## src/rtl/dmem_port_arbiter_if.sv

```systemverilog
// Bundle of every handshake/bus signal around the data-memory port arbiter.
// Latency: none (wires only).
// Backpressure: ld_req_ready / st_req_ready are per-cycle grants; a request holds until granted.
//
// Modports:
//   slave  - the arbiter: takes load/store requests, flush and read data;
//            drives grants, memory controls and the load response.
//   master - the surroundings (LSU, store drain, DataMemory) seen as one party.
interface dmem_port_arbiter_if #(
    parameter int ADDR_WIDTH = 32,
    parameter int DATA_WIDTH = 32,
    parameter int TAG_WIDTH  = 6
);
    logic                  ld_req_valid;
    logic                  ld_req_ready;
    logic [ADDR_WIDTH-1:0] ld_req_addr;
    logic [TAG_WIDTH-1:0]  ld_req_tag;
    logic                  st_req_valid;
    logic                  st_req_ready;
    logic [ADDR_WIDTH-1:0] st_req_addr;
    logic [DATA_WIDTH-1:0] st_req_data;
    logic                  flush;
    logic                  mem_write_en;
    logic [ADDR_WIDTH-1:0] waddr;
    logic [DATA_WIDTH-1:0] wdata;
    logic                  mem_rd_en;
    logic [ADDR_WIDTH-1:0] raddr;
    logic [DATA_WIDTH-1:0] rdata;
    logic                  rdata_valid;
    logic                  ld_resp_valid;
    logic [DATA_WIDTH-1:0] ld_resp_data;
    logic [TAG_WIDTH-1:0]  ld_resp_tag;
    logic                  ld_resp_err;

    modport slave (
        input  ld_req_valid, ld_req_addr, ld_req_tag,
        input  st_req_valid, st_req_addr, st_req_data,
        input  flush, rdata, rdata_valid,
        output ld_req_ready, st_req_ready,
        output mem_write_en, waddr, wdata, mem_rd_en, raddr,
        output ld_resp_valid, ld_resp_data, ld_resp_tag, ld_resp_err
    );

    modport master (
        output ld_req_valid, ld_req_addr, ld_req_tag,
        output st_req_valid, st_req_addr, st_req_data,
        output flush, rdata, rdata_valid,
        input  ld_req_ready, st_req_ready,
        input  mem_write_en, waddr, wdata, mem_rd_en, raddr,
        input  ld_resp_valid, ld_resp_data, ld_resp_tag, ld_resp_err
    );
endinterface

```

## src/rtl/dmem_port_arbiter.sv

```systemverilog
// Shares the single data-memory port between the load unit and the committed-store drain.
// Latency: grant and memory controls are combinational; load response 1 cycle after grant.
// Backpressure: one grant per cycle, stores first; a load denied STARVE_LIMIT cycles takes priority.
//
// Ports: clk, rst (async, active low), bus (dmem_port_arbiter_if.slave: load/store requests,
//        flush, DataMemory write/read controls and read data, load response).
// Optional macro DMEM_ARB_STATS_EN adds stat_ld / stat_st / stat_starve (32-bit saturating
// grant counters). Without it the counters and ports are absent and behaviour is identical.
module dmem_port_arbiter #(
    parameter int ADDR_WIDTH   = 32,
    parameter int DATA_WIDTH   = 32,
    parameter int TAG_WIDTH    = 6,
    parameter int STARVE_LIMIT = 4
) (
    input  logic                clk,
    input  logic                rst,
    dmem_port_arbiter_if.slave  bus
`ifdef DMEM_ARB_STATS_EN
    ,
    output logic [31:0]         stat_ld,
    output logic [31:0]         stat_st,
    output logic [31:0]         stat_starve
`endif
);

    localparam int CW = $clog2(STARVE_LIMIT + 1);
    localparam logic [CW-1:0] LIMIT = CW'(STARVE_LIMIT);

    logic [CW-1:0]        wait_cnt;
    logic                 inflight_v;
    logic                 inflight_mis;
    logic [TAG_WIDTH-1:0] inflight_tag;

    logic starve;
    logic ld_gnt;
    logic st_gnt;
    logic ld_mis;
    logic st_mis;
    logic resp_v;

    // Grant decision. Gating with rst makes every output read 0 while reset is held.
    always_comb begin
        starve = (wait_cnt >= LIMIT);
        ld_gnt = rst && bus.ld_req_valid && (starve || !bus.st_req_valid) && !bus.flush;
        st_gnt = rst && bus.st_req_valid && !ld_gnt;
        ld_mis = (bus.ld_req_addr[1:0] != 2'b00);
        st_mis = (bus.st_req_addr[1:0] != 2'b00);
        resp_v = rst && inflight_v && !bus.flush;
    end

    always_comb begin
        bus.ld_req_ready  = ld_gnt;
        bus.st_req_ready  = st_gnt;
        bus.mem_rd_en     = 1'b0;
        bus.raddr         = '0;
        bus.mem_write_en  = 1'b0;
        bus.waddr         = '0;
        bus.wdata         = '0;
        if (ld_gnt) begin
            // Misaligned loads are consumed but never reach memory.
            bus.mem_rd_en = !ld_mis;
            bus.raddr     = bus.ld_req_addr;
        end
        if (st_gnt) begin
            // Misaligned stores are consumed and silently dropped.
            bus.mem_write_en = !st_mis;
            bus.waddr        = bus.st_req_addr;
            bus.wdata        = bus.st_req_data;
        end
        bus.ld_resp_valid = resp_v;
        bus.ld_resp_err   = resp_v && inflight_mis;
        bus.ld_resp_tag   = resp_v ? inflight_tag : '0;
        bus.ld_resp_data  = (resp_v && !inflight_mis) ? bus.rdata : '0;
    end

    // Single in-flight slot: memory latency is a fixed cycle, so a new load can be
    // granted every cycle and simply overwrites the slot. A flush blocks the grant,
    // which is what clears the slot for the following cycle.
    always_ff @(posedge clk or negedge rst) begin
        if (!rst) begin
            inflight_v   <= 1'b0;
            inflight_mis <= 1'b0;
            inflight_tag <= '0;
        end else begin
            inflight_v <= ld_gnt;
            if (ld_gnt) begin
                inflight_mis <= ld_mis;
                inflight_tag <= bus.ld_req_tag;
            end
        end
    end

    // Counts consecutive cycles a pending load was denied; saturates at the limit.
    always_ff @(posedge clk or negedge rst) begin
        if (!rst) begin
            wait_cnt <= '0;
        end else if (ld_gnt || !bus.ld_req_valid) begin
            wait_cnt <= '0;
        end else if (wait_cnt != LIMIT) begin
            wait_cnt <= wait_cnt + 1'b1;
        end
    end

    // An aligned load in its response cycle must have data from memory.
    aligned_load_has_data: assert property (
        @(posedge clk) disable iff (!rst)
        (inflight_v && !inflight_mis) |-> bus.rdata_valid
    );

`ifdef DMEM_ARB_STATS_EN
    logic [31:0] ld_grant_cnt;
    logic [31:0] st_grant_cnt;
    logic [31:0] starve_cnt;

    always_ff @(posedge clk or negedge rst) begin
        if (!rst) begin
            ld_grant_cnt <= '0;
            st_grant_cnt <= '0;
            starve_cnt   <= '0;
        end else begin
            if (ld_gnt && (ld_grant_cnt != '1))
                ld_grant_cnt <= ld_grant_cnt + 32'd1;
            if (st_gnt && (st_grant_cnt != '1))
                st_grant_cnt <= st_grant_cnt + 32'd1;
            // Only cycles where the override actually beat a waiting store.
            if (ld_gnt && starve && bus.st_req_valid && (starve_cnt != '1))
                starve_cnt <= starve_cnt + 32'd1;
        end
    end

    assign stat_ld     = ld_grant_cnt;
    assign stat_st     = st_grant_cnt;
    assign stat_starve = starve_cnt;
`endif

endmodule
```

## src/flat_wrapper.sv

```systemverilog
// flat-port wrapper written by rule: the top's interface ports become plain ports
module dmem_port_arbiter_flat 
#(
    parameter int ADDR_WIDTH   = 32,
    parameter int DATA_WIDTH   = 32,
    parameter int TAG_WIDTH    = 6,
    parameter int STARVE_LIMIT = 4
)
  (clk, rst, bus_ld_req_valid, bus_ld_req_addr, bus_ld_req_tag, bus_st_req_valid, bus_st_req_addr, bus_st_req_data, bus_flush, bus_rdata, bus_rdata_valid, bus_ld_req_ready, bus_st_req_ready, bus_mem_write_en, bus_waddr, bus_wdata, bus_mem_rd_en, bus_raddr, bus_ld_resp_valid, bus_ld_resp_data, bus_ld_resp_tag, bus_ld_resp_err);
  dmem_port_arbiter_if #(.ADDR_WIDTH(ADDR_WIDTH), .DATA_WIDTH(DATA_WIDTH), .TAG_WIDTH(TAG_WIDTH)) bus_i ();
  input  logic clk;
  input  logic rst;
  input wire logic [$bits(bus_i.ld_req_valid)-1:0] bus_ld_req_valid;
  input wire logic [$bits(bus_i.ld_req_addr)-1:0] bus_ld_req_addr;
  input wire logic [$bits(bus_i.ld_req_tag)-1:0] bus_ld_req_tag;
  input wire logic [$bits(bus_i.st_req_valid)-1:0] bus_st_req_valid;
  input wire logic [$bits(bus_i.st_req_addr)-1:0] bus_st_req_addr;
  input wire logic [$bits(bus_i.st_req_data)-1:0] bus_st_req_data;
  input wire logic [$bits(bus_i.flush)-1:0] bus_flush;
  input wire logic [$bits(bus_i.rdata)-1:0] bus_rdata;
  input wire logic [$bits(bus_i.rdata_valid)-1:0] bus_rdata_valid;
  output wire logic [$bits(bus_i.ld_req_ready)-1:0] bus_ld_req_ready;
  output wire logic [$bits(bus_i.st_req_ready)-1:0] bus_st_req_ready;
  output wire logic [$bits(bus_i.mem_write_en)-1:0] bus_mem_write_en;
  output wire logic [$bits(bus_i.waddr)-1:0] bus_waddr;
  output wire logic [$bits(bus_i.wdata)-1:0] bus_wdata;
  output wire logic [$bits(bus_i.mem_rd_en)-1:0] bus_mem_rd_en;
  output wire logic [$bits(bus_i.raddr)-1:0] bus_raddr;
  output wire logic [$bits(bus_i.ld_resp_valid)-1:0] bus_ld_resp_valid;
  output wire logic [$bits(bus_i.ld_resp_data)-1:0] bus_ld_resp_data;
  output wire logic [$bits(bus_i.ld_resp_tag)-1:0] bus_ld_resp_tag;
  output wire logic [$bits(bus_i.ld_resp_err)-1:0] bus_ld_resp_err;
  assign bus_i.ld_req_valid = bus_ld_req_valid;
  assign bus_i.ld_req_addr = bus_ld_req_addr;
  assign bus_i.ld_req_tag = bus_ld_req_tag;
  assign bus_i.st_req_valid = bus_st_req_valid;
  assign bus_i.st_req_addr = bus_st_req_addr;
  assign bus_i.st_req_data = bus_st_req_data;
  assign bus_i.flush = bus_flush;
  assign bus_i.rdata = bus_rdata;
  assign bus_i.rdata_valid = bus_rdata_valid;
  assign bus_ld_req_ready = bus_i.ld_req_ready;
  assign bus_st_req_ready = bus_i.st_req_ready;
  assign bus_mem_write_en = bus_i.mem_write_en;
  assign bus_waddr = bus_i.waddr;
  assign bus_wdata = bus_i.wdata;
  assign bus_mem_rd_en = bus_i.mem_rd_en;
  assign bus_raddr = bus_i.raddr;
  assign bus_ld_resp_valid = bus_i.ld_resp_valid;
  assign bus_ld_resp_data = bus_i.ld_resp_data;
  assign bus_ld_resp_tag = bus_i.ld_resp_tag;
  assign bus_ld_resp_err = bus_i.ld_resp_err;
  dmem_port_arbiter #(.ADDR_WIDTH(ADDR_WIDTH), .DATA_WIDTH(DATA_WIDTH), .TAG_WIDTH(TAG_WIDTH), .STARVE_LIMIT(STARVE_LIMIT)) u_core (.clk(clk), .rst(rst), .bus(bus_i));
endmodule
```

## config.mk

```make
export PLATFORM = sky130hd
export DESIGN_NAME = dmem_port_arbiter_flat
export DESIGN_NICKNAME = d
export VERILOG_FILES = /design/src/rtl/dmem_port_arbiter_if.sv /design/src/rtl/dmem_port_arbiter.sv /design/src/flat_wrapper.sv
export SDC_FILE = /design/constraint.sdc
export NUM_CORES = 1
export LEC_CHECK = 0
export CAP_MARGIN = 20
export CORE_AREA = 2 2 108 110
export CTS_CLUSTER_SIZE = 8
export DETAILED_ROUTE_END_ITERATION = 12
export DIE_AREA = 0 0 110 112
export PLACE_DENSITY = 0.58
export SLEW_MARGIN = 20
export SYNTH_ARGS = -nofsm -noshare
export SYNTH_HDL_FRONTEND = slang
export SYNTH_SLANG_ARGS = --single-unit
```

## constraint.sdc

```tcl
create_clock -name clk -period 1.8 [get_ports clk]
set_input_delay 0.54 -clock clk [delete_from_list [all_inputs] [get_ports clk]]
set_output_delay 0.54 -clock clk [all_outputs]
set_load 0.03 [all_outputs]
```

* Word-level counts from Yosys, hierarchy flattened
Cells that the tools add are included.
** Cells by class
- Add/subtract/negate cells :: 1
- Order comparisons :: 1
- Equal/unequal tests :: 1
- Mux-type cells :: 9
- Reductions and logical operators :: 21
** Operators with widths (number)
- two-way mux 32 bit :: 4
- logical AND 1 bit :: 9
- zero test 1 bit :: 7
- two-way mux 3 bit :: 2
- two-way mux 6 bit :: 1
- nonzero test 2 bit :: 3
- adder 3 x 1 -> 3 bit, second input constant :: 1
- >= comparator 3 bit, second input constant :: 1
- != test 3 bit, second input constant :: 1
- logical OR 1 bit :: 2
- two-way mux 1 bit :: 2
** Word-level totals
- Register bits :: 11
- Output and inout bits :: 140

* Longest topological paths before layout
- Depth in word-level cells :: 7
- Gate-level depth with buffers :: 5

* Least setup slack after synthesis
No wires, ideal clock.
- Path kind :: input port to output port
- From :: in bus_flush
- To :: out bus_mem_write_en
- Arrival :: 1.730 ns
- Setup slack :: -0.470 ns
- Stages :: 4
- Buffers on the path :: 1
- Path through :: inv_1 > a31oi_1 > buf_2 > nor3b_1
** On the way
- Cells in the longest elaborated chain, start to end :: 5
** RTL lines
- from (decl) :: RTL line flat_wrapper.sv:19 : input wire logic [$bits(bus_i.flush)-1:0] bus_flush;
- zero test 1 bit :: RTL line dmem_port_arbiter.sv:44 : ld_gnt = rst && bus.ld_req_valid && (starve || !bus.st_req_valid) && !bus.flush;
- logical AND 1 bit :: RTL line dmem_port_arbiter.sv:44
- zero test 1 bit :: RTL line dmem_port_arbiter.sv:45 : st_gnt = rst && bus.st_req_valid && !ld_gnt;
- logical AND 1 bit :: RTL line dmem_port_arbiter.sv:45
- two-way mux 1 bit :: RTL line dmem_port_arbiter.sv:64 : if (st_gnt) begin
- to (decl) :: RTL line flat_wrapper.sv:24 : output wire logic [$bits(bus_i.mem_write_en)-1:0] bus_mem_write_en;
Every way passes these cells.

* Worst setup path in the final report
- From :: in bus_flush
- To :: out bus_raddr[20]
** On the way
- Cells in the longest elaborated chain, start to end :: 3
** RTL lines
- zero test 1 bit :: RTL line dmem_port_arbiter.sv:44
- logical AND 1 bit :: RTL line dmem_port_arbiter.sv:44
- two-way mux 32 bit :: RTL line dmem_port_arbiter.sv:59 : if (ld_gnt) begin
- to (decl) :: RTL line flat_wrapper.sv:28 : output wire logic [$bits(bus_i.raddr)-1:0] bus_raddr;
Every way passes these cells.

==> qor.yml <==
status: "complete, but fails checks"
failed_checks: "negative setup slack"
total_leakage_power_nw: 2.612
ys.flop_type: "dfrtp_1"
synthDistinctLibCells: 20
min_period_ns: 2.091
synthXorXnorAreaFrac: 0.006019
wire_per_inst_um: 15.93
cap_violations: 0
ys_top_cells_by_count: "and2_1 (104), and3_1 (33), clkbuf_1 (11), dfrtp_1 (11), inv_1 (5)"
die-area_um2: 12320
cpMaxStageDelayCell: "o2111a_2"
min_path_type: "input pin to async pin"
rsz0062_at_grt: "yes"
final_nets: 640
antenna_found_initial: 0
finalSetupViolCount: 140
syn_area_um2: 1455
cts_tree: "built"
max_freq_mhz: 478.1
finalMaxSlewViolations: 0
dp_cells: 612
grt_usage: 0.1500
cp-end-kind: "output port"
power_mw: 1.826
grt_max_degree: 34
worstMarginPinSlew_ns: 0.2323
crit_chain: "buf_6, inv_4, buf_6, o2111a_2, buf_6, clkbuf_16, and2_4, buf_6"
via_per_inst: 3.939
syn-num-nets: 337
synth_seq_area_share: 0.1892
yosysMostFrequentCell: "and2_1"
setup_tns_ns: -34.46
dr.pass1.iters: 4
period_share: 1.162
power_density_nw_per_um2: 319.0
critPathMaxStageDelay_ns: 0.24
dpl.hpwl_mm: 7.794
timing.critical_path.fanout_max: 8
clock_skew_ns: 0.001423
first_global_vias: 2559
synthArstFlopShare: 1.000
synth_edf_count: 0
synth_area_leader_cell: "and2_1"
critical_path_class: "input pin to output port"
endpoint: "bus_raddr[20]"
place_area_um2: 4636
vias: 2521
postSynthAreaPerCell_um2: 7.462
die_x_um: 110
r2r_end: "u_core.wait_cnt[2]$_DFFE_PN0P_"
cts_buffers: 3
hold_ws_ns: 0.1826
cts_buffer_depth: 2
rows: 39
cts_sinks: 11
drive_above_1_share: 0.6740
crit_required_ns: 1.26
cts_hold_buf: 0
fin_util: 0.5123
irDropWorstVdd_uv: 323.3
insertedDiodeCount: 0
grt_first_pass_wirelength_mm: 14.37
instances_no_fill: 640
arrival_ns: 1.55
cts_root_buf: "clkbuf_16"
postSynthRegisterBits: 11
cp.depth: 8
gp_congestion: 0.7718
crit_start: "bus_flush"
synth_area_leaders: "and2_1 (45%), dfrtp_1 (19%), and3_1 (14%), mux2_2 (3.1%), clkbuf_1 (2.8%)"
path_clk_slew_ns: 0.04
start_util: 0.1302
post_synth_fa_ha_maj_area_fraction: 0.01720
io_buffer_count: 278
synthSimpleGateAreaFrac: 0.6303
rr_startpoint: "u_core.wait_cnt[2]$_DFFE_PN0P_"
syn2layout_area_growth_pct: 293.4
final_area_um2: 5724
worstRegToRegCells: 6
pre_cts_slack_ns: -0.8143
cpMostUsedCell: "buf_6"
grt_remaining_overflow: 0
drc_errors: 0
maxSlewHeadroom: 0.8447
synth_top_family_by_area: "simple AND/OR/NAND/NOR gates"
fillers: 1023
first_iter_violations: 40
synth_top_cell_area_share: 0.4471
core_um2: 11170
setup_ws_ns: -0.2914
syn_inst: 195
cp_top_family: "buffers and inverters"
synth_compound_area_frac: 0.01204
yosysWarnings: 0
path_buf_inv: 6
worstSetupStartpointType: "input pin"
route.antenna.remaining_nets: 0
num_io_pins: 280
cts.htree.levels: 1
wirelength_mm: 10.20
rrSetupSlack_ns: 0.11
hold_viol_final: 0
dieHeight_um: 112
synthMuxAreaShare: 0.06535
insertion_delay_ns: 0.23
## where the power goes
part / leakage [nW] / switching (mW) / internal, mW / total (mW)
sequential: 0.135 / 0.0278 / 0.294 / 0.322
combinational: 2.44 / 0.422 / 0.681 / 1.10
clock: 0.0382 / 0.104 / 0.297 / 0.400
## layout by cell type (no fill, tap or decap), types with 2 or more instances in the layout
master	n
clkdlybuf4s50_1	134
buf_6	131
and2_4	86
and3_4	25
buf_12	24
and2_2	17
buf_4	15
dfrtp_1	11
and3_2	8
clkbuf_16	6
buf_16	6
mux2_2	4
inv_1	3
nor2_1	3
buf_8	3
nand2_1	2
nor3b_1	2
mux2_4	2
mux2i_1	2
ha_1	2
## per-layer routing
layer | global-route usage | share of wire | up-vias
met1 | 0.1554 | 0.32 | 1141
met3 | 0.04333 | 0.11 | 8
met5 | 0 | 0 | -
met2 | 0.2941 | 0.55 | 147
met4 | 0.02363 | 0.012 | 0
li1 | - | - | 1225
## registers in the layout (all words and copies together) (netlist names)
| register | count |
|---|---|
| u_core.inflight_v | 1 |
| u_core.wait_cnt | 3 |
| u_core.inflight_tag | 6 |
| u_core.inflight_mis | 1 |
## worst min-delay path by stage
stage	to	depth (start not counted)	from
finish	u_core.inflight_v$_DFF_PN0_	2	rst
global route	u_core.inflight_v$_DFF_PN0_	2	rst
CTS	u_core.inflight_v$_DFF_PN0_	2	rst
detailed placement	u_core.inflight_tag[1]$_DFFE_PN0P_	1	u_core.inflight_tag[1]$_DFFE_PN0P_
global placement	u_core.inflight_tag[0]$_DFFE_PN0P_	1	u_core.inflight_tag[0]$_DFFE_PN0P_
floorplan	u_core.inflight_mis$_DFFE_PN0P_	0	rst
## area by class of cell
| cell class | instances | area, um2 | area share |
|---|---|---|---|
| Tap cell | 143 | 178.9 | 0.03126 |
| Sequential cell | 11 | 275.3 | 0.04809 |
| Inverter | 5 | 21.27 | 0.003716 |
| Timing Repair Buffer | 317 | 3700 | 0.6463 |
| Clock buffer | 4 | 78.83 | 0.01377 |
| Multi-Input combinational cell | 160 | 1470 | 0.2568 |
## kinds of logic (layout without fill, tap and decap cells)
logic type               Yosys count  count (layout)
AO/OA/AOI/OAI                      2               2
XOR/XNOR                           1               1
adder cells (fa/ha/maj)            2               2
buffers and inverters             24             326
flip-flops                        11              11
multiplexers                       8               8
AND/OR/NAND/NOR                  147             147
## what timing repair did
item                       in CTS  in global routing
pin swaps                      13                 19
hold endpoints to repair        0                  0
cloned                          8                  3
resized for setup             182                 16
setup endpoints to repair     146                140
setup buffers                  14                  5
Power figures use the tool's default switching activity.
